## src/rtl/pdp8_iot_master_if.sv

```systemverilog
// -----------------------------------------------------------------------------
// pdp8_iot_master_if
//   PDP-8 programmed-I/O bus between the CPU-side IOT initiator and the
//   peripherals (teletype etc.).
//
//   master -> slave : io_dev   (6)  device address
//                     io_op    (3)  operation code
//                     io_req   (1)  one-cycle strobe qualifying dev/op/wdata
//                     io_wdata (12) AC to device
//                     io_caf   (1)  one-cycle clear-all-flags pulse
//   slave -> master : io_rdata (12) wired-OR read data
//                     io_sac   (1)  load AC from io_rdata
//                     io_skip  (1)  skip response
//                     io_ack   (1)  device acknowledge
//                     io_irq   (1)  OR of device interrupt requests
// -----------------------------------------------------------------------------
interface pdp8_iot_master_if;
    logic [5:0]  io_dev;
    logic [2:0]  io_op;
    logic        io_req;
    logic [11:0] io_wdata;
    logic        io_caf;
    logic [11:0] io_rdata;
    logic        io_sac;
    logic        io_skip;
    logic        io_ack;
    logic        io_irq;

    modport master (
        output io_dev, io_op, io_req, io_wdata, io_caf,
        input  io_rdata, io_sac, io_skip, io_ack, io_irq
    );

    modport slave (
        input  io_dev, io_op, io_req, io_wdata, io_caf,
        output io_rdata, io_sac, io_skip, io_ack, io_irq
    );
endinterface

```

## src/rtl/pdp8_iot_master.sv

```systemverilog
// -----------------------------------------------------------------------------
// pdp8_iot_master
//   CPU-side initiator for PDP-8 IOT instructions (6ddo). External devices get
//   a single-cycle io_req strobe and their responses are sampled in that same
//   cycle. Device 00 is handled locally: interrupt enable with the
//   one-instruction ION delay, SKON/ION/IOF/SRQ/CAF and interrupt request
//   gating. Fixed latency: start (cycle 0) -> ISSUE (cycle 1) -> done (cycle 2).
//
//   clk, rst      clock; synchronous active-high reset
//   start         one-cycle request to execute instr (ignored while busy)
//   instr[8:0]    [8:3] device, [2:0] op
//   ac_in[11:0]   AC captured at start
//   insn_end      pulse at the end of every instruction (clocks the ION delay)
//   int_ack       CPU is taking the interrupt
//   busy          IOT issuing on the bus
//   done          one-cycle completion pulse; ac_out/ac_load/skip/noack valid
//   int_en        interrupt enable flip-flop
//   int_req       interrupt request to the CPU
//   bus           programmed-I/O bus (master side)
// -----------------------------------------------------------------------------
module pdp8_iot_master (
    input  logic        clk,
    input  logic        rst,
    input  logic        start,
    input  logic [8:0]  instr,
    input  logic [11:0] ac_in,
    input  logic        insn_end,
    input  logic        int_ack,
    output logic        busy,
    output logic        done,
    output logic [11:0] ac_out,
    output logic        ac_load,
    output logic        skip,
    output logic        noack,
    output logic        int_en,
    output logic        int_req,
    pdp8_iot_master_if.master bus
);

    typedef enum logic [1:0] {
        S_IDLE     = 2'd0,
        S_ISSUE    = 2'd1,
        S_COMPLETE = 2'd2
    } state_e;

    localparam logic [2:0] OP_SKON = 3'd0;
    localparam logic [2:0] OP_ION  = 3'd1;
    localparam logic [2:0] OP_IOF  = 3'd2;
    localparam logic [2:0] OP_SRQ  = 3'd3;
    localparam logic [2:0] OP_CAF  = 3'd7;

    state_e      state_q, state_d;
    logic [5:0]  dev_q, dev_d;
    logic [2:0]  op_q, op_d;
    logic [11:0] ac_q, ac_d;
    // Results are resolved during ISSUE and presented during COMPLETE.
    logic        res_skip_q, res_skip_d;
    logic        res_load_q, res_load_d;
    logic [11:0] res_ac_q, res_ac_d;
    logic        res_noack_q, res_noack_d;
    logic        int_en_q, int_en_d;
    logic [1:0]  delay_q, delay_d;

    // NOTE: the reset here is synchronous, so it sits inside the clocked branch
    // rather than in the sensitivity list.
    always_ff @(posedge clk) begin
        if (rst) begin
            state_q     <= S_IDLE;
            dev_q       <= '0;
            op_q        <= '0;
            ac_q        <= '0;
            res_skip_q  <= 1'b0;
            res_load_q  <= 1'b0;
            res_ac_q    <= '0;
            res_noack_q <= 1'b0;
            int_en_q    <= 1'b0;
            delay_q     <= '0;
        end else begin
            // NOTE: non-blocking assignments so every flop samples the values
            // from before this edge, independent of statement order.
            state_q     <= state_d;
            dev_q       <= dev_d;
            op_q        <= op_d;
            ac_q        <= ac_d;
            res_skip_q  <= res_skip_d;
            res_load_q  <= res_load_d;
            res_ac_q    <= res_ac_d;
            res_noack_q <= res_noack_d;
            int_en_q    <= int_en_d;
            delay_q     <= delay_d;
        end
    end

    always_comb begin
        // NOTE: every signal gets a default first so no path leaves it
        // unassigned, which would otherwise infer a latch.
        state_d     = state_q;
        dev_d       = dev_q;
        op_d        = op_q;
        ac_d        = ac_q;
        res_skip_d  = res_skip_q;
        res_load_d  = res_load_q;
        res_ac_d    = res_ac_q;
        res_noack_d = res_noack_q;
        int_en_d    = int_en_q;
        delay_d     = delay_q;

        busy    = 1'b0;
        done    = 1'b0;
        ac_out  = '0;
        ac_load = 1'b0;
        skip    = 1'b0;
        noack   = 1'b0;

        // Address/data hold their last command; only io_req qualifies them.
        bus.io_dev   = dev_q;
        bus.io_op    = op_q;
        bus.io_wdata = ac_q;
        bus.io_req   = 1'b0;
        bus.io_caf   = 1'b0;

        // ION delay: counts instruction ends; the 1->0 step enables interrupts.
        if (insn_end && delay_q != 2'd0) begin
            delay_d = delay_q - 2'd1;
            if (delay_q == 2'd1) begin
                int_en_d = 1'b1;
            end
        end

        unique case (state_q)
            S_IDLE: begin
                if (start) begin
                    dev_d   = instr[8:3];
                    op_d    = instr[2:0];
                    ac_d    = ac_in;
                    state_d = S_ISSUE;
                end
            end

            S_ISSUE: begin
                busy    = 1'b1;
                state_d = S_COMPLETE;
                if (dev_q != 6'd0) begin
                    // Responders are combinational, so their answer is
                    // available within this single strobe cycle.
                    bus.io_req  = 1'b1;
                    res_noack_d = ~bus.io_ack;
                    res_skip_d  = bus.io_ack & bus.io_skip;
                    res_load_d  = bus.io_ack & bus.io_sac;
                    res_ac_d    = bus.io_sac ? bus.io_rdata : ac_q;
                end else begin
                    res_noack_d = 1'b0;
                    res_skip_d  = 1'b0;
                    res_load_d  = 1'b0;
                    res_ac_d    = ac_q;
                    unique case (op_q)
                        OP_SKON: begin
                            res_skip_d = int_en_q;
                            int_en_d   = 1'b0;
                            delay_d    = 2'd0;
                        end
                        OP_ION: begin
                            delay_d = 2'd2;
                        end
                        OP_IOF: begin
                            int_en_d = 1'b0;
                            delay_d  = 2'd0;
                        end
                        OP_SRQ: begin
                            res_skip_d = bus.io_irq;
                        end
                        OP_CAF: begin
                            bus.io_caf = 1'b1;
                            int_en_d   = 1'b0;
                            delay_d    = 2'd0;
                            res_load_d = 1'b1;
                            res_ac_d   = '0;
                        end
                        default: ;
                    endcase
                end
            end

            S_COMPLETE: begin
                // busy is already low here: the next IOT may start in the
                // same cycle its predecessor reports done.
                done    = 1'b1;
                skip    = res_skip_q;
                ac_load = res_load_q;
                ac_out  = res_ac_q;
                noack   = res_noack_q;
                if (start) begin
                    dev_d   = instr[8:3];
                    op_d    = instr[2:0];
                    ac_d    = ac_in;
                    state_d = S_ISSUE;
                end else begin
                    state_d = S_IDLE;
                end
            end

            default: state_d = S_IDLE;
        endcase

        // Taking the interrupt overrides everything, including a delay that
        // would expire in this very cycle.
        if (int_ack) begin
            int_en_d = 1'b0;
            delay_d  = 2'd0;
        end
    end

    assign int_en  = int_en_q;
    assign int_req = int_en_q & bus.io_irq & (delay_q == 2'd0);

endmodule

```

## src/flat_wrapper.sv

```systemverilog
// flat-port wrapper written by rule: the top's interface ports become plain ports
module pdp8_iot_master_flat 
  (clk, rst, start, instr, ac_in, insn_end, int_ack, busy, done, ac_out, ac_load, skip, noack, int_en, int_req, bus_io_dev, bus_io_op, bus_io_req, bus_io_wdata, bus_io_caf, bus_io_rdata, bus_io_sac, bus_io_skip, bus_io_ack, bus_io_irq);
  pdp8_iot_master_if bus_i ();
  input  logic clk;
  input  logic rst;
  input  logic start;
  input  logic [8:0] instr;
  input  logic [11:0] ac_in;
  input  logic insn_end;
  input  logic int_ack;
  output logic busy;
  output logic done;
  output logic [11:0] ac_out;
  output logic ac_load;
  output logic skip;
  output logic noack;
  output logic int_en;
  output logic int_req;
  output wire logic [$bits(bus_i.io_dev)-1:0] bus_io_dev;
  output wire logic [$bits(bus_i.io_op)-1:0] bus_io_op;
  output wire logic [$bits(bus_i.io_req)-1:0] bus_io_req;
  output wire logic [$bits(bus_i.io_wdata)-1:0] bus_io_wdata;
  output wire logic [$bits(bus_i.io_caf)-1:0] bus_io_caf;
  input wire logic [$bits(bus_i.io_rdata)-1:0] bus_io_rdata;
  input wire logic [$bits(bus_i.io_sac)-1:0] bus_io_sac;
  input wire logic [$bits(bus_i.io_skip)-1:0] bus_io_skip;
  input wire logic [$bits(bus_i.io_ack)-1:0] bus_io_ack;
  input wire logic [$bits(bus_i.io_irq)-1:0] bus_io_irq;
  assign bus_io_dev = bus_i.io_dev;
  assign bus_io_op = bus_i.io_op;
  assign bus_io_req = bus_i.io_req;
  assign bus_io_wdata = bus_i.io_wdata;
  assign bus_io_caf = bus_i.io_caf;
  assign bus_i.io_rdata = bus_io_rdata;
  assign bus_i.io_sac = bus_io_sac;
  assign bus_i.io_skip = bus_io_skip;
  assign bus_i.io_ack = bus_io_ack;
  assign bus_i.io_irq = bus_io_irq;
  pdp8_iot_master u_core (.clk(clk), .rst(rst), .start(start), .instr(instr), .ac_in(ac_in), .insn_end(insn_end), .int_ack(int_ack), .busy(busy), .done(done), .ac_out(ac_out), .ac_load(ac_load), .skip(skip), .noack(noack), .int_en(int_en), .int_req(int_req), .bus(bus_i));
endmodule
```

## config.mk

```make
export PLATFORM = sky130hd
export DESIGN_NAME = pdp8_iot_master_flat
export DESIGN_NICKNAME = d
export VERILOG_FILES = /design/src/rtl/pdp8_iot_master_if.sv /design/src/rtl/pdp8_iot_master.sv /design/src/flat_wrapper.sv
export SDC_FILE = /design/constraint.sdc
export NUM_CORES = 1
export LEC_CHECK = 0
export BUFFER_PORTS_ARGS = -buffer_cell sky130_fd_sc_hd__buf_2
export CORE_UTILIZATION = 46
export DETAILED_ROUTE_END_ITERATION = 7
export PLACE_DENSITY_LB_ADDON = 0.3
export SETUP_SLACK_MARGIN = 0.1
export SYNTH_ARGS = -nofsm -noshare
export SYNTH_HDL_FRONTEND = slang
export SYNTH_SLANG_ARGS = --single-unit
```

## constraint.sdc

```tcl
create_clock -name clk -period 2.6 [get_ports clk]
set_input_delay 0.65 -clock clk [delete_from_list [all_inputs] [get_ports clk]]
set_output_delay 0.65 -clock clk [all_outputs]
set_load 0.02 [all_outputs]
```

==> impl_results.md, run 1 <==
* Status: finished, final reports clean
* Vias at 1702
* Vias/cell at 5.065
* Ports at 84
* Clock Tree Root: clkbuf_8
* Nets at 332
* FP Rows at 22
* TritonCTS Buffers at 5
* DIE WIDTH at 64.61 microns
* DP Worst Slack at 0.4754 ns
* Worst path slowest cell: or4_4
* Clock-pin slew on the worst setup and hold paths at 0.07 ns
* Seq/Total Area, Yosys at 0.4552
* Worst setup EP type: output port
* Max Slew Vio Count at 0
* Clock buffer depth at 2
* First-pass GRT wire length at 6.851 mm
* Mapped Avg Cell Area at 8.668 sq um
* WS Path Type: register to output port
* Synth cell types at 32
* Antenna violations before repair at 0
* CP Data Arrival Time at 1.75 ns
* Area growth syn-to-layout at 29.15%
* Final wirelength at 4.262 mm
* Post-synth top area cell: dfxtp_1
* CP max stage delay at 0.55 ns
* Starting Density at 0.4852
* Syn_nets at 252
* Initial DRC count at 60
* Die footprint at 0.004174 sq mm
* Avg WL per Cell at 12.68 microns
* Synth top area share at 0.4552
* Clock sinks at 41
* Peak supply drop at 0.0006107 V
* Final setup fails at 0
* Die height at 64.61 microns
* DRC at 0
* Register bit total from synthesis at 41
* Post-route setup slack at 0.1998 ns
* Drt pass-1 iters at 4
* Final Util at 0.6266
* Mapped Cells at 208
* CP Cell Sequence: or4_4, or2_0, nor3_2, buf_2
* RSZ-0062 raised after global routing: no
* Max-slew headroom at 0.4592
* ANT cells at 0
* Port Buffers at 83
* Crit path max-delay family: simple AND/OR/NAND/NOR gates
* CTS tree: built
* Post-DP HPWL at 3.104 mm
* Vias in the first global route at 1496
* Final TNS setup at 0 ns
* Routability cong. at 0.7839
* Crit path launch type: register
* Share of layout cells above drive strength 1 at 0.3854
* Fmax at 416.6 MHz
* Slew @ Worst Pin at 0.8112 ns
* Clock skew at 0.003620 ns
* Syn Std Cell Area at 0.001803 sq mm
* CP required at 1.95 ns
* Pwr/cell area at 550.2 mW/mm^2
* Critical path buffers and inverters at 1
* Worst skew pair latency at 0.28 ns
* Post-DRT Antenna Nets at 0
* Hold crit path type: register to register
* Core area at 0.003716 sq mm
* Overall Global Routing Usage at 0.2112
* Total grt overflow at 0
* Top cells by area, synth: dfxtp_1 (46%), and2_1 (9.4%), nand2_1 (9.4%)
* H-tree depth at 2
* Critical-path maximum fanout at 4
* Worst hold margin at 0.4558 ns
* Fin crit share at 0.9232
* Leakage at 1.099 nW
* Yosys warnings at 0
* Largest net degree at the start of global routing at 32
* Fin. Hold Viols at 0
* Maxcap violations at 0
* Minimum clock period at 2.400 ns
[power by group]
group	switching, W	internal [W]
combinational	0.000111	0.0000774
clock	0.000201	0.000210
sequential	0.0000237	0.000658
[worst reg2reg max path, delay by kind of cell, from the launching register on]
kind | cells | cell delay [ns]
AO/OA/AOI/OAI | 2 | 0.49
flip-flops | 1 | 0.33
buffers and inverters | 2 | 0.42
AND/OR/NAND/NOR | 2 | 0.82
[path summary, 6_finish.rpt]
kind                                      startpoint            endpoint  slack [ns]  cells past startpoint
worst max register to register  u_core.bus.io_dev[5]  u_core.res_ac_q[6]        0.47                      6
worst min register to register    u_core.res_noack_q  u_core.res_noack_q        0.46                      2
worst min-delay path              u_core.res_noack_q  u_core.res_noack_q        0.46                      2
worst max-delay path            u_core.bus.io_dev[5]          bus_io_caf        0.20                      4
[placed cells by master, fill, tap and decap left out, types with 2 or more instances in the layout]
cell type / n
a2111oi_0: 3
a21oi_1: 23
a221o_2: 12
and2_1: 27
buf_2: 83
buf_4: 4
clkbuf_8: 6
dfxtp_1: 41
ha_1: 2
inv_1: 3
mux2i_1: 2
nand2_1: 45
nand2b_1: 2
nand3_1: 3
nor2_1: 9
nor2b_1: 3
or3_1: 2
[synth_stat cells, drive strengths merged]
cell type	number
a211oi	1
xnor2	1
nor2	9
buf	3
nand2	45
a2111oi	4
ha	2
nor4	1
a221o	12
a31oi	1
or3	2
or2	2
a21oi	23
nand2b	2
o21ai	1
o31ai	1
nor2b	3
a311oi	1
nor3b	1
nand3	3
or4	1
a21o	1
and3	2
mux2i	2
dfxtp	41
and2	27
nor3	2
inv	3
clkbuf	11
[state kept, by name (all words and copies together) (netlist names)]
name                 cells
u_core.state_q           2
u_core.res_ac_q         12
u_core.bus.io_op         3
u_core.bus.io_dev        6
u_core.res_noack_q       1
u_core.bus.io_wdata     12
u_core.res_skip_q        1
u_core.delay_q           2
u_core.int_en            1
u_core.res_load_q        1
[stage by stage]
stage / cell area (sq um) / cells / total power, W
floorplan: 1803 / 208 / 0.0008105
global placement: 2233 / 329 / 0.0008801
detailed placement: 2233 / 329 / 0.0008842
CTS: 2323 / 336 / 0.001290
global route: 2328 / 336 / 0.001347
finish: 2328 / 336 / 0.001281
[final cells by class]
| type | instances | area, sq um |
|---|---|---|
| multi-input cells | 150 | 900.9 |
| inverters | 3 | 11.26 |
| clock inverters | 1 | 7.507 |
| well taps | 48 | 60.06 |
| flip-flops and latches | 41 | 820.8 |
| clock buffers | 6 | 82.58 |
| repair buffers | 87 | 445.4 |
| fillers | 360 | 1388 |
[repair_timing]
item                       4_1_cts  5_1_grt
hold buffers                     0        0
buffers inserted                 0        0
resized for setup                0        1
setup endpoints to repair        0        1
[per-layer routing]
metal / vias to the layer above / wire length, microns / track usage
met5: - / 0 / 0
met4: 0 / 41 / 0.06944
met3: 4 / 288 / 0.07218
met2: 65 / 1982 / 0.3276
met1: 764 / 1949 / 0.2728
li1: 869 / - / -
[kinds of logic (layout without fill, tap and decap cells)]
family,after synthesis,in the layout,share of synthesized area
AND/OR/NAND/NOR,100,100,0.2748
AO/OA/AOI/OAI,45,45,0.1922
flip-flops,41,41,0.4552
buffers and inverters,17,97,0.04788
adder cells (fa/ha/maj),2,2,0.01388
multiplexers,2,2,0.01110
XOR/XNOR,1,1,0.004859
Note: power is estimated with default switching activity, not from simulation.
==> run 2: changes to the inputs <==
--- a/config.mk
+++ b/config.mk
@@ -6,7 +6,7 @@
 export NUM_CORES = 1
 export LEC_CHECK = 0
 export BUFFER_PORTS_ARGS = -buffer_cell sky130_fd_sc_hd__buf_2
-export CORE_UTILIZATION = 46
+export CORE_UTILIZATION = 49
 export DETAILED_ROUTE_END_ITERATION = 7
 export PLACE_DENSITY_LB_ADDON = 0.3
 export SETUP_SLACK_MARGIN = 0.1
==> constraint.sdc (replaced) <==
create_clock -name clk -period 2.9 [get_ports clk]
set_input_delay 0.725 -clock clk [delete_from_list [all_inputs] [get_ports clk]]
set_output_delay 0.725 -clock clk [all_outputs]
set_load 0.02 [all_outputs]
==> run 2 against run 1 <==
Effect of this change: hold slack better by 0.0059 ns; global-route usage is 1.3 points higher; clock skew is 0.00086 ns lower; highest routed layer unchanged; critical endpoint unchanged; power is 3.6% lower; critical path depth stayed put.
==> impl_results.md, run 2 (synthesis results as in run 1) <==
* Port Buffers at 83 (unchanged)
* DIE WIDTH at 62.66 microns (was 64.61 microns)
* Die footprint at 0.003926 sq mm (was 0.004174 sq mm)
* Leakage at 1.103 nW (was 1.099 nW)
* Pint at 0.0009366 W (was 0.0009452 W)
* Setup crit start: u_core.bus.io_dev[0] (was u_core.bus.io_dev[5])
* Clock skew at 0.002755 ns (was 0.003620 ns)
* Clock sinks at 41 (unchanged)
* Slew @ Worst Pin at 0.7783 ns (was 0.8112 ns)
* R2r startpoint: u_core.bus.io_dev[0] (was u_core.bus.io_dev[5])
* Most frequent cells in the layout: buf_2 (83), nand2_1 (45), dfxtp_1 (41) (unchanged)
* Total grt overflow at 0 (unchanged)
* Fin. Hold Viols at 0 (unchanged)
* Drt pass-1 iters at 4 (unchanged)
* Met3 Resource Use GR at 0.07664 (was 0.07218)
* Overall Global Routing Usage at 0.2246 (was 0.2112)
* Clock-pin slew on the worst setup and hold paths at 0.07 ns (about the same)
* Most used routing layer: met2 (unchanged)
* CTS tree: built (unchanged)
* Fin crit share at 0.9249
* FP Rows at 21 (was 22)
* Antenna violations before repair at 0 (unchanged)
* Most common cell after layout, fill and taps aside: buf_2 (unchanged)
* Clock Tree Root: clkbuf_8 (unchanged)
* Status: finished, final reports clean (unchanged)
* First-pass GRT wire length at 6.900 mm (was 6.851 mm)
* Starting Density at 0.5238 (was 0.4852)
* Post-DP HPWL at 3.059 mm (was 3.104 mm)
* CP required at 2.17 ns (was 1.95 ns)
* Minimum clock period at 2.682 ns
* Vias/cell at 5.120 (was 5.065)
* Design Area, Final at 0.002332 sq mm (was 0.002328 sq mm)
* Worst setup EP type: output port (unchanged)
* DRC at 0 (unchanged)
* Area growth syn-to-layout at 29.35% (was 29.15%)
* CP Data Arrival Time at 1.96 ns (was 1.75 ns)
* Hold crit path type: register to register (unchanged)
* Worst Min Path Start: u_core.res_noack_q (unchanged)
* Peak supply drop at 0.0004459 V (was 0.0006107 V)
* Worst skew pair latency at 0.29 ns (was 0.28 ns)
* Fmax at 372.8 MHz
* Worst hold margin at 0.4617 ns (was 0.4558 ns)
* Largest net degree at the start of global routing at 32 (unchanged)
* Grt met2 use at 0.3329 (was 0.3276)
* Net Switching at 0.0002983 W (was 0.0003359 W)
* Final wirelength at 4.094 mm (was 4.262 mm)
* Area after detailed placement at 0.002216 sq mm (was 0.002233 sq mm)
* Initial DRC count at 84 (was 60)
* H-tree depth at 2 (unchanged)
* Clock buffer depth at 2 (unchanged)
* Post-DRT Antenna Nets at 0 (unchanged)
* TritonCTS Buffers at 5 (unchanged)
* Max Slew Vio Count at 0 (unchanged)
* Met1 GRT Util at 0.2984 (was 0.2728)
* Final setup fails at 0 (unchanged)
* Share of layout cells above drive strength 1 at 0.3763 (was 0.3854)
* Critical-path maximum fanout at 8 (was 4)
* Sw frac at 0.2416 (was 0.2622)
* Max-slew headroom at 0.4811 (was 0.4592)
* Pwr/cell area at 529.5 mW/mm^2 (was 550.2 mW/mm^2)
* Vias at 1705 (was 1702)
* RSZ-0062 raised after global routing: no (unchanged)
* Avg WL per Cell at 12.29 microns (was 12.68 microns)
* Crit path launch type: register (unchanged)
* ANT cells at 0 (unchanged)
* Vias in the first global route at 1532 (was 1496)
* Routability cong. at 0.8309 (was 0.7839)
* Core area at 0.003442 sq mm (was 0.003716 sq mm)
* Setup bufs post-CTS at 0 (unchanged)
* Ports at 84 (unchanged)
* WS Path Type: register to output port (unchanged)
* Final TNS setup at 0 ns (unchanged)
* Cts hold-fix bufs at 0 (unchanged)
* Comb power frac at 0.133 (was 0.147)
* Die height at 62.66 microns (was 64.61 microns)
* FILL cells at 299 (was 360)
* Resize count post-CTS at 0 (unchanged)
* Nets at 330 (was 332)
* Maxcap violations at 0 (unchanged)
* Power share of the clock group at 0.372 (was 0.321)
* Reg power frac at 0.495 (was 0.532)
==> run 2: changes by cell type in the layout (fill, tap and decap cells not counted), sizes merged <==
cell,before,now
buf,87,85
bufinv,0,1
clkbuf,6,7
clkinvlp,1,0
==> run 2: worst max-delay path: stages, from the launching register on <==
cell and delay, ns:
dfxtp_1 0.34, or4_4 0.53, or2_0 0.40, nor3_1 0.20
buf_2 0.20
==> run 2: per-stage QoR <==
step                total power [W]  utilization  setup slack (ns)  cells
CTS                        0.001244       0.6776            0.2099    333
finish                     0.001235       0.6776            0.2178    333
global route               0.001299       0.6776            0.1083    333
global placement          0.0007842       0.6438            0.5338    325
floorplan                 0.0007266            -            0.4072    208
detailed placement        0.0007877       0.6438            0.5283    325
==> run 2: final timing paths <==
check,end,slack [ns],depth (start not counted)
setup / recovery,bus_io_caf,0.22,4
hold / removal,u_core.res_noack_q,0.46,2
setup reg to reg,u_core.res_ac_q[8],0.56,4
hold reg to reg,u_core.res_noack_q,0.46,2
==> run 2: layer usage <==
| metal | routed length (microns) | part of all wire | up-vias |
|---|---|---|---|
| li1 | - | - | 870 |
| met1 | 1891 | 0.46 | 760 |
| met2 | 1787 | 0.44 | 69 |
| met3 | 358 | 0.087 | 6 |
| met4 | 57 | 0.014 | 0 |
| met5 | 0 | 0 | - |
==> run 2: layout make-up <==
type | count | area [sq um] | area share
multi-input combinational | 150 | 895.9 | 0.3841
sequential | 41 | 820.8 | 0.3519
timing repair buffer | 85 | 430.4 | 0.1845
clock buffer | 7 | 86.33 | 0.03702
tap | 46 | 57.56 | 0.02468
clock inverter | 1 | 30.03 | 0.01288
inverter | 3 | 11.26 | 0.004828
==> run 2: power by group through the flow <==
stage / logic, W / clock network [W] / registers, W
3_5_place_dp: 0.000164 / 0 / 0.000624
4_1_cts: 0.000165 / 0.000468 / 0.000611
6_report: 0.000164 / 0.000460 / 0.000611
2_1_floorplan: 0.0000881 / 0 / 0.000639
3_3_place_gp: 0.000162 / 0 / 0.000622
5_1_grt: 0.000182 / 0.000502 / 0.000615
==> run 3: changes to the inputs <==
--- a/config.mk
+++ b/config.mk
@@ -6,6 +6,7 @@
 export NUM_CORES = 1
 export LEC_CHECK = 0
 export BUFFER_PORTS_ARGS = -buffer_cell sky130_fd_sc_hd__buf_2
+export CORE_ASPECT_RATIO = 1.2
 export CORE_UTILIZATION = 49
 export DETAILED_ROUTE_END_ITERATION = 7
 export PLACE_DENSITY_LB_ADDON = 0.3
==> run 3 against run 2 <==
Effect of this change: the run now ends with design-rule violations left; maximum frequency is 2.4% higher; sequential power is essentially flat; global-route usage is 0.93 points lower; sequential share of layout area up 0.36 points; critical path type unchanged; largest cell class unchanged.
==> impl_results.md, run 3 (synthesis results as in run 1) <==
* Critical-path maximum fanout at 8 (unchanged)
* WS Path Type: register to output port (unchanged)
* CTS tree: built (unchanged)
* Most used routing layer: met2 (unchanged)
* Vias at 1653 (was 1705)
* Ports at 84 (unchanged)
* Total grt overflow at 0 (unchanged)
* Critical path buffers and inverters at 1 (unchanged)
* Sw frac at 0.2707 (was 0.2416)
* Area occupied by multi-input gates at 895.9 sq um (unchanged)
* DRC at 5 (was 0)
* Initial DRC count at 83 (was 84)
* Largest net degree at the start of global routing at 32 (unchanged)
* Setup crit start: u_core.bus.io_dev[5] (was u_core.bus.io_dev[0])
* Maxcap violations at 0 (unchanged)
* Cts hold-fix bufs at 0 (unchanged)
* Drt pass-1 iters at 6 (was 4)
* Max Slew Vio Count at 0 (unchanged)
* Power share of the clock group at 0.335 (was 0.372)
* Most frequent cells in the layout: buf_2 (83), nand2_1 (45), dfxtp_1 (41) (unchanged)
* R2R cell count at 5 (was 4)
* Failing checks: design-rule violations
* First-pass GRT wire length at 6.348 mm (was 6.900 mm)
* CP max stage delay at 0.55 ns (was 0.53 ns)
* Slew @ Worst Pin at 0.7848 ns (was 0.7783 ns)
* Clock Tree Root: clkbuf_8 (unchanged)
* Post-DRT Antenna Nets at 0 (unchanged)
* Final wirelength at 4.140 mm (was 4.094 mm)
* Met1 GRT Util at 0.2544 (was 0.2984)
* Most common cell after layout, fill and taps aside: buf_2 (unchanged)
* Minimum clock period at 2.619 ns (was 2.682 ns)
* Port Buffers at 83 (unchanged)
* Vias/cell at 5.086 (was 5.120)
* Area after detailed placement at 0.002212 sq mm (was 0.002216 sq mm)
* ANT cells at 0 (unchanged)
* Die footprint at 0.003927 sq mm (was 0.003926 sq mm)
* Clock sinks at 41 (unchanged)
* RSZ-0062 raised after global routing: no (unchanged)
* Peak supply drop at 0.0002834 V (was 0.0004459 V)
* CP Data Arrival Time at 1.89 ns (was 1.96 ns)
* Power Total at 0.001165 W (was 0.001235 W)
* Area growth syn-to-layout at 28.04% (was 29.35%)
* Overall Global Routing Usage at 0.2153 (was 0.2246)
* Dpl cells at 317 (was 325)
* Share of layout cells above drive strength 1 at 0.3819 (was 0.3763)
* Max-slew headroom at 0.4768 (was 0.4811)
* Pint at 0.0008496 W (was 0.0009366 W)
* Nets at 331 (was 330)
* Worst Min Path Start: u_core.res_noack_q (unchanged)
* Fin crit share at 0.9030 (was 0.9249)
* Hold crit path type: register to register (unchanged)
* Antenna violations before repair at 0 (unchanged)
* Vias in the first global route at 1361 (was 1532)
* Resize count post-CTS at 0 (unchanged)
* Die height at 68.45 microns (was 62.66 microns)
* Avg WL per Cell at 12.74 microns (was 12.29 microns)
* Net Switching at 0.0003153 W (was 0.0002983 W)
* R2r startpoint: u_core.bus.io_dev[5] (was u_core.bus.io_dev[0])
* Starting Density at 0.5265 (was 0.5238)
* Pwr/cell area at 504.6 mW/mm^2 (was 529.5 mW/mm^2)
* TritonCTS Buffers at 5 (unchanged)
* Setup bufs post-CTS at 0 (unchanged)
* Routability cong. at 0.7523 (was 0.8309)
* Post-DP HPWL at 3.086 mm (was 3.059 mm)
* Fin. Hold Viols at 0 (unchanged)
* CP Cell Sequence: or4_4, or2_1, nor3_1, buf_2 (was or4_4, or2_0, nor3_1, buf_2)
* Final std cells w/o fill at 325 (was 333)
* Clock buffer depth at 2 (unchanged)
* FILL cells at 324 (was 299)
* Met3 Resource Use GR at 0.06994 (was 0.07664)
* Register area at 820.8 sq um (unchanged)
* Worst skew pair latency at 0.30 ns (was 0.29 ns)
* Final TNS setup at 0 ns (unchanged)
* Clock-pin slew on the worst setup and hold paths at 0.08 ns (was 0.07 ns)
* Final setup fails at 0 (unchanged)
* Reg power frac at 0.524 (was 0.495)
* CP required at 2.17 ns (about the same)
* Final Util at 0.6741 (was 0.6776)
* Core area at 0.003425 sq mm (was 0.003442 sq mm)
* Hold-critical path depth at 2 (unchanged)
* Worst setup EP type: output port (unchanged)
* Leakage at 1.103 nW (about the same)
* Crit path launch type: register (unchanged)
* Worst R2R End: u_core.res_ac_q[4] (was u_core.res_ac_q[8])
* Setup slack, reg-to-reg at 0.79 ns (was 0.56 ns)
* DIE WIDTH at 57.38 microns (was 62.66 microns)
* Comb power frac at 0.142 (was 0.133)
* H-tree depth at 2 (unchanged)
* Worst path slowest cell: or4_4 (unchanged)
* Design Area, Final at 0.002308 sq mm (was 0.002332 sq mm)
* Grt met2 use at 0.3590 (was 0.3329)
* Status: complete, but fails checks (was finished, final reports clean)
* FP Rows at 23 (was 21)
* Clock skew at 0.01013 ns (was 0.002755 ns)
* Fmax at 381.9 MHz (was 372.8 MHz)
* Worst hold endpoint: u_core.res_noack_q (unchanged)
* Crit path max-delay family: simple AND/OR/NAND/NOR gates (unchanged)
run 3: cell count changes in the layout (fill, tap and decap cells not counted), sizes merged:
| cell | before | now |
|---|---|---|
| clkinv | 0 | 2 |
| buf | 85 | 86 |
| bufinv | 1 | 0 |
| clkbuf | 7 | 6 |
run 3: worst min-delay path, delay by kind of cell, from the launching register on:
kind               cells  cell delay [ns]
AOI/OAI and AO/OA      1             0.05
DFF                    1             0.31
and+or+nand+nor        1             0.05
run 3: layout make-up:
type / count / area share
inverter: 3 / 0.004878
clock inverter: 2 / 0.005962
clock buffer: 6 / 0.03577
timing repair buffer: 86 / 0.1897
multi-input combinational: 150 / 0.3881
sequential: 41 / 0.3556
tap: 37 / 0.02005
run 3: how the worst max path moves through the flow:
| stage | to | slack (ns) | cells after the start |
|---|---|---|---|
| after floorplan | bus_io_caf | 0.41 | 4 |
| after global placement | bus_io_caf | 0.55 | 4 |
| after detailed placement | bus_io_caf | 0.51 | 4 |
| after CTS | bus_io_caf | 0.18 | 4 |
| after global routing | bus_io_caf | 0.19 | 4 |
| final | bus_io_caf | 0.28 | 4 |
run 3: metal layers:
| layer | share of wire | vias up |
|---|---|---|
| met5 | 0 | - |
| met4 | 0.013 | 0 |
| met3 | 0.057 | 4 |
| met2 | 0.51 | 50 |
| met1 | 0.42 | 731 |
| li1 | - | 868 |
run 3: power by group through the flow:
stage	clock network (W)	logic (W)	registers, W
after floorplan	0	0.0000881	0.000639
after global placement	0	0.000164	0.000622
after detailed placement	0	0.000166	0.000623
after CTS	0.000404	0.000167	0.000610
after global routing	0.000426	0.000181	0.000615
final	0.000390	0.000165	0.000610
run 3: metrics by stage:
stage / hold WS, ns / setup WS (ns)
floorplan: 0.4273 / 0.4072
global placement: 0.4361 / 0.5491
detailed placement: 0.4463 / 0.5116
CTS: 0.4567 / 0.1802
global route: 0.4765 / 0.1909
finish: 0.4528 / 0.2812
